--- src/rtl/fusion_ctrl.sv ---
// fusion_ctrl: job sequencer for one fusion_unit. Latches a job configuration,
// streams operand word pairs into the fusion unit, accumulates its psum and
// hands the dot-product result downstream over a valid/ready handshake.
module fusion_ctrl #(
  parameter int unsigned LEN_W = 8,
  parameter int unsigned ACC_W = 40
) (
  input  logic             clk,
  input  logic             nRST,
  input  logic             start,
  input  logic             abort,
  input  logic [2:0]       cfg_input_bitwidth,
  input  logic [2:0]       cfg_weight_bitwidth,
  input  logic [3:0]       cfg_input_sign,
  input  logic [3:0]       cfg_weight_sign,
  input  logic [LEN_W-1:0] cfg_len,
  output logic             busy,
  input  logic             op_valid,
  output logic             op_ready,
  input  logic [31:0]      op_input,
  input  logic [31:0]      op_weight,
  output logic [2:0]       fu_input_bitwidth,
  output logic [2:0]       fu_weight_bitwidth,
  output logic [3:0]       fu_input_sign,
  output logic [3:0]       fu_weight_sign,
  output logic [31:0]      fu_input_forward,
  output logic [31:0]      fu_weight,
  input  logic [31:0]      fu_psum,
  output logic             res_valid,
  input  logic             res_ready,
  output logic [ACC_W-1:0] res_data
);

  typedef enum logic [1:0] {
    IDLE = 2'd0,
    RUN  = 2'd1,
    DONE = 2'd2
  } state_t;

  state_t           state;
  state_t           state_nxt;

  logic [2:0]       in_bw;
  logic [2:0]       wt_bw;
  logic [3:0]       in_sign;
  logic [3:0]       wt_sign;
  logic [LEN_W-1:0] cnt;
  logic [ACC_W-1:0] acc;

  logic             cfg_load;
  logic             acc_clr;
  logic             accept;
  logic [ACC_W-1:0] psum_ext;

  // fu_psum is a signed 32-bit quantity; widen it to the accumulator width.
  always_comb begin
    psum_ext = ACC_W'($signed(fu_psum));
  end

  // Next-state decode; abort dominates every other event in every state.
  always_comb begin
    state_nxt = state;
    cfg_load  = 1'b0;
    acc_clr   = 1'b0;
    accept    = 1'b0;
    if (abort) begin
      state_nxt = IDLE;
      acc_clr   = 1'b1;
    end else begin
      unique case (state)
        IDLE: begin
          if (start) begin
            cfg_load  = 1'b1;
            acc_clr   = 1'b1;
            state_nxt = (cfg_len == '0) ? DONE : RUN;
          end
        end
        RUN: begin
          if (op_valid) begin
            accept = 1'b1;
            if (cnt == LEN_W'(1)) begin
              state_nxt = DONE;
            end
          end
        end
        DONE: begin
          if (res_ready) begin
            state_nxt = IDLE;
          end
        end
        default: state_nxt = IDLE;
      endcase
    end
  end

  // State register.
  always_ff @(posedge clk or negedge nRST) begin
    if (!nRST) begin
      state <= IDLE;
    end else begin
      state <= state_nxt;
    end
  end

  // Job configuration latched at start; drives the fusion unit for the whole job.
  always_ff @(posedge clk or negedge nRST) begin
    if (!nRST) begin
      in_bw   <= '0;
      wt_bw   <= '0;
      in_sign <= '0;
      wt_sign <= '0;
    end else if (cfg_load) begin
      in_bw   <= cfg_input_bitwidth;
      wt_bw   <= cfg_weight_bitwidth;
      in_sign <= cfg_input_sign;
      wt_sign <= cfg_weight_sign;
    end
  end

  // Remaining operand pair count; loaded at start, decremented per accept.
  always_ff @(posedge clk or negedge nRST) begin
    if (!nRST) begin
      cnt <= '0;
    end else if (cfg_load) begin
      cnt <= cfg_len;
    end else if (accept) begin
      cnt <= cnt - LEN_W'(1);
    end
  end

  // Wrapping two's-complement accumulator of fusion unit partial sums.
  always_ff @(posedge clk or negedge nRST) begin
    if (!nRST) begin
      acc <= '0;
    end else if (acc_clr) begin
      acc <= '0;
    end else if (accept) begin
      acc <= acc + psum_ext;
    end
  end

  // Handshake and status outputs decode from the registered state only;
  // abort is the single combinational qualifier so no pair is consumed then.
  always_comb begin
    op_ready  = (state == RUN) && !abort;
    busy      = (state != IDLE);
    res_valid = (state == DONE);
    res_data  = acc;
  end

  // Fusion unit feed: latched config plus operand words passed straight through.
  always_comb begin
    fu_input_bitwidth  = in_bw;
    fu_weight_bitwidth = wt_bw;
    fu_input_sign      = in_sign;
    fu_weight_sign     = wt_sign;
    fu_input_forward   = op_input;
    fu_weight          = op_weight;
  end

endmodule

--- config.mk ---
export PLATFORM = sky130hd
export DESIGN_NAME = fusion_ctrl
export DESIGN_NICKNAME = d
export VERILOG_FILES = /design/src/rtl/fusion_ctrl.sv
export SDC_FILE = /design/constraint.sdc
export NUM_CORES = 1
export LEC_CHECK = 0
export ABC_AREA = 1
export CORE_AREA = 2 2 136 138
export CTS_CLUSTER_DIAMETER = 80
export DETAILED_ROUTE_END_ITERATION = 10
export DIE_AREA = 0 0 138 140
export MAX_ROUTING_LAYER = met4
export PLACE_DENSITY = 0.68
export SETUP_SLACK_MARGIN = 0.02
export SLEW_MARGIN = 20
export SYNTH_ARGS = -nofsm -noshare
export SYNTH_HDL_FRONTEND = slang
export SYNTH_SLANG_ARGS = --single-unit
--- constraint.sdc ---
create_clock -name clk -period 1.8 [get_ports clk]
set_input_delay 0.36 -clock clk [delete_from_list [all_inputs] [get_ports clk]]
set_output_delay 0.36 -clock clk [all_outputs]
set_load 0.005 [all_outputs]
# ---- Word level (Yosys, flattened, before mapping)
# Index checks and enable logic that the tools add are counted.
dict set report classes {
  reduce_logical 8
  bitwise 0
  n_eq_ne 7
  muxes 18
  n_addsub 2
  n_div 0
  magnitude_cmp 0
  multipliers 0
  shift 0
}
# cell count
set op_table {}
lappend op_table {{$mux 40} 2}
lappend op_table {{$add 40x40->40} 1}
lappend op_table {{$mux 8} 2}
lappend op_table {{$mux 2} 6}
lappend op_table {{$ne 3x3->1 const B} 3}
lappend op_table {{$eq 8x1->1 const B} 1}
lappend op_table {{$logic_not 8->1} 1}
lappend op_table {{$sub 8x1->8 const B} 1}
lappend op_table {{$mux 1} 7}
lappend op_table {{$pmux 2 s3} 1}
lappend op_table {{$reduce_bool 2->1} 3}
lappend op_table {{$reduce_and 4->1} 1}
lappend op_table {{$ne 3x2->1 const B} 1}
lappend op_table {{$eq 2x1->1 const B} 1}
lappend op_table {{$eq 2x2->1 const B} 1}
lappend op_table {{$logic_not 2->1} 1}
lappend op_table {{$logic_and 1x1->1} 1}
lappend op_table {{$logic_not 1->1} 1}
dict set report totals {
  latch_bits 0
  rom_bits 0
  inputBits 124
  output_inout_bits 121
  wordCells 42
  mem_bits_rw 0
  memories 0
  ff_bits 64
}

# ---- Depth between registers and ports, before layout
dict set report depth {
  depth_word 5
  mapped_depth 14
  depth_no_buf 14
}

# ---- Worst setup path after synthesis
# OpenSTA, ideal clock, no wires.
dict set report synth_path {
  path_kind {reg-to-reg}
  start {reg acc[0] (netlist: res_data[0])}
  end {reg acc[38] (netlist: res_data[38])}
  setup_ns 0.117
  arrival_time_ns 1.782
  setup_slack_ns -0.100
  path_stages_with_launch 13
  n_path_buf 0
  synth_period_minus_slack_ns 1.900
  required_time_ns 1.683
  path_cell_list {dfrtp_1 ha_1 fa_1 nand3_1 nand3_1 nand2_1 nand2_1 nand2_1 nand3_2 nand2_1 nand3_1 nand3_1 nand2_1}
}
dict set report synth_via {
  elab_chain_len 3
}
# element line
set synth_rtl {}
lappend synth_rtl {{start: declaration} 48} ;# logic [ACC_W-1:0] acc;
lappend synth_rtl {{start signal: assignment} 138} ;# acc <= acc + psum_ext;
lappend synth_rtl {{$add 40x40->40} 138}
lappend synth_rtl {{$mux 40} 137} ;# end else if (accept) begin
lappend synth_rtl {{$mux 40} 135} ;# end else if (acc_clr) begin
# No other way between the ends. The select of a mux whose other input is x is not followed.
# A chain may end at the register's enable or synchronous reset.

# ---- Worst setup path after layout
dict set report layout_path {
  start {reg acc[0] (netlist: res_data[0])}
  end {reg acc[20] (netlist: res_data[20])}
}
# The elaborated chain is that of the path after synthesis.

==> flow_summary.ini <==
[status]
outcome = finished with violations
failed_checks = negative setup slack

[global_route]
grt_max_degree = 65
antenna_found_initial = 1
grt_overflow = 0
grt_pass1_vias = 6478
grt_pass1_wl_mm = 31.73
grt.total_usage_pct = 20.67

[yosys]
syn_avg_cell_area_um2 = 6.248
yosys.area.top_type = dfrtp_1
synthArstFlopShare_pct = 100.0
synthTopCellsByCount = 377 x nand2_1, 123 x inv_1, 91 x nor2_1
yosysMostFrequentCell = nand2_1
ys_types = 38
yosysWarnings = 0
synth_cells = 980
yosysTopAreaCellShare_pct = 26.15
ys.flop_type = dfrtp_1
netlist_area_um2 = 6123
synth_edf_count = 0
ys_top_cells_by_area = dfrtp_1 26%, nand2_1 23%, ha_1 8.4%
ys_seq_area_share_pct = 26.15
synth-seq-cells = 64
synthesis.nets = 1146

[floorplan]
die_h_um = 140
start_util_pct = 34.44
coreArea_um2 = 17780
ios = 245
dieWidth_um = 138
die-area_um2 = 19320
fp-row-count = 49

[clock_tree]
clk_pin_slew_ps = 60
clk_path_buf_depth = 2
cts_max_level = 3
cts_buffers = 9
clk_latency_ps = 350
numClockSinks = 64
tritoncts = yes
cts_root_buf = clkbuf_16

[critical_path]
crit_path_max_incr_delay_ps = 410
startpoint = res_data[0]
worst_ep_required_time_ps = 2040
path_max_fanout = 4
startpoint_type = flop
arrival_ps = 2180
path_class = flop to flop
r2r_start = res_data[0]
critPathMostFrequentCell = nand3_2
worst_setup_path_end_kind = flop
crit_chain = ha_4 -> fa_2 -> nand3_2 -> nand3_4 -> buf_6 -> nand4_1 -> nand3_2 -> buf_4 -> nor2_1 -> o21ai_1
crit_path_top_delay_cell = dfrtp_1

[final_layout]
area_growth_pct = 58.77
fin_util_pct = 54.68
final_area_um2 = 9722
nets = 1329
drive_above_1_share_pct = 34.02

[power_and_ir_drop]
p_total_w = 0.009972
p_per_area_nw_per_um2 = 1026
p_leak_nw = 5.164
peakVddDrop_mv = 0.5820

[routing]
vias = 6689
wirelength_mm = 20.96
via_per_inst = 4.788
wire_per_inst_um = 15.01
wl_met3_um = 985
m1WireLength_mm = 9.530
highest-signal-layer = met4
drt_iter0_drc = 429
drc = 0
firstDrtPassIters = 5
routed-wl-met2_mm = 10.03
postRouteAntennaNets = 0

[sta]
fin_ws_ps = -144.0
hold_violations = 0
worst_slew_pin_slew_ps = 390.6
final.min_clock_period_ps = 1944
fin_crit_sh_pct = 108.0
relSlewSlack_pct = 73.96
rsz0062_at_grt = yes
finalSetupViolCount = 16
fmax_mhz = 514.4
drv_slew = 0
skew_ps = 13.42

[placed_design]
numPortBuffers = 116
place_area_um2 = 7943
hpwl_mm = 14.48
routabilityCongestion = 0.9237

[worst_hold_path]
hp-class = input pin to asynchronous set/reset pin

[job]
drv_cap = 0
[power by group]
part,switching (W),internal (W)
sequential,0.000351,0.00187
combinational,0.00284,0.00278
clock,0.000743,0.00138
total,0.00394,0.00604
[metrics by stage]
step	cells	hold slack, ps	setup WS, ps	TNS, ps
floorplan	980	64.41	23.96	0
global placement	1364	417.8	-591.3	-17590
detailed placement	1364	421.0	-606.1	-18150
CTS	1385	59.52	-92.11	-779.9
global route	1397	84.11	-202.9	-3145
finish	1397	35.01	-144.0	-1359
[metal layers]
metal  track usage, %  vias up
met5                -        -
met1            26.83     3101
li1                 -     3371
met4            5.908        0
met3            3.487       32
met2            33.38      185
[layout by cell type, fill, tap and decap left out, types with 5 or more instances in the layout]
master	n
nand2_1	295
buf_4	115
inv_1	112
clkdlybuf4s50_1	74
nand2_2	64
dfrtp_1	63
nor2_1	53
nand3_1	39
ha_4	38
nor2_2	31
nand2_4	31
dlygate4sd2_1	25
o21ai_0	21
a21oi_1	19
a21oi_2	18
o21ai_1	17
nor2_4	16
dlymetal6s2s_1	16
inv_2	14
buf_6	13
nand3_2	9
clkbuf_16	9
nand3_4	6
nand3b_1	6
a21oi_4	5
[cells by family (layout without fill, tap and decap cells)]
| family | Yosys count | in the layout | synth area share, % |
|---|---|---|---|
| adders and majority gates | 42 | 42 | 8.705 |
| buffers and inverters | 202 | 389 | 16.65 |
| other | 0 | 1 | 0 |
| xor gates and xnor gates | 6 | 6 | 0.8584 |
| and+or+nand+nor | 569 | 569 | 38.99 |
| DFF | 64 | 64 | 26.15 |
| AOI/OAI and AO/OA | 97 | 97 | 8.643 |
[worst max-delay path, delay by kind of cell, from the launching register on]
family | cells | cell delay, ps
adder cells (fa/ha/maj) | 2 | 520
buffers and inverters | 2 | 300
flip-flops | 1 | 410
AO/OA/AOI/OAI | 1 | 70
AND/OR/NAND/NOR | 5 | 540
[flip-flops by register name (all words and copies together) (netlist names)]
register	cells
cnt	8
fu_input_bitwidth	3
fu_input_sign	4
fu_weight_bitwidth	3
fu_weight_sign	4
res_data	40
state	2
[area by class of cell]
| cell class | count | area, um2 |
|---|---|---|
| repair buffers | 248 | 2255 |
| multi-input cells | 714 | 4758 |
| flip-flops and latches | 64 | 1603 |
| diodes | 1 | 2.502 |
| fillers | 1604 | 8058 |
| clock inverters | 5 | 105.1 |
| inverters | 126 | 473.0 |
| well taps | 229 | 286.5 |
| clock buffers | 10 | 239.0 |
[final timing paths]
path | slack, ps | to | cells past startpoint
worst max register to register | -140 | res_data[20] | 10
worst min-delay path | 40 | res_data[3] | 2
min in group clk | 480 | fu_weight_sign[0] | 2
worst min register to register | 480 | fu_weight_sign[0] | 2
worst max-delay path | -140 | res_data[20] | 10
max in group asynchronous | 1460 | res_data[1] | 2
[what timing repair did]
action / in CTS / in global routing
resized for setup: 170 / 169
setup endpoints to repair: 36 / 40
buffers inserted: 6 / 12
pin swaps: 40 / 78
hold buffers: 0 / 0
cloned: 1 / 0
Power figures use the tool's default switching activity.
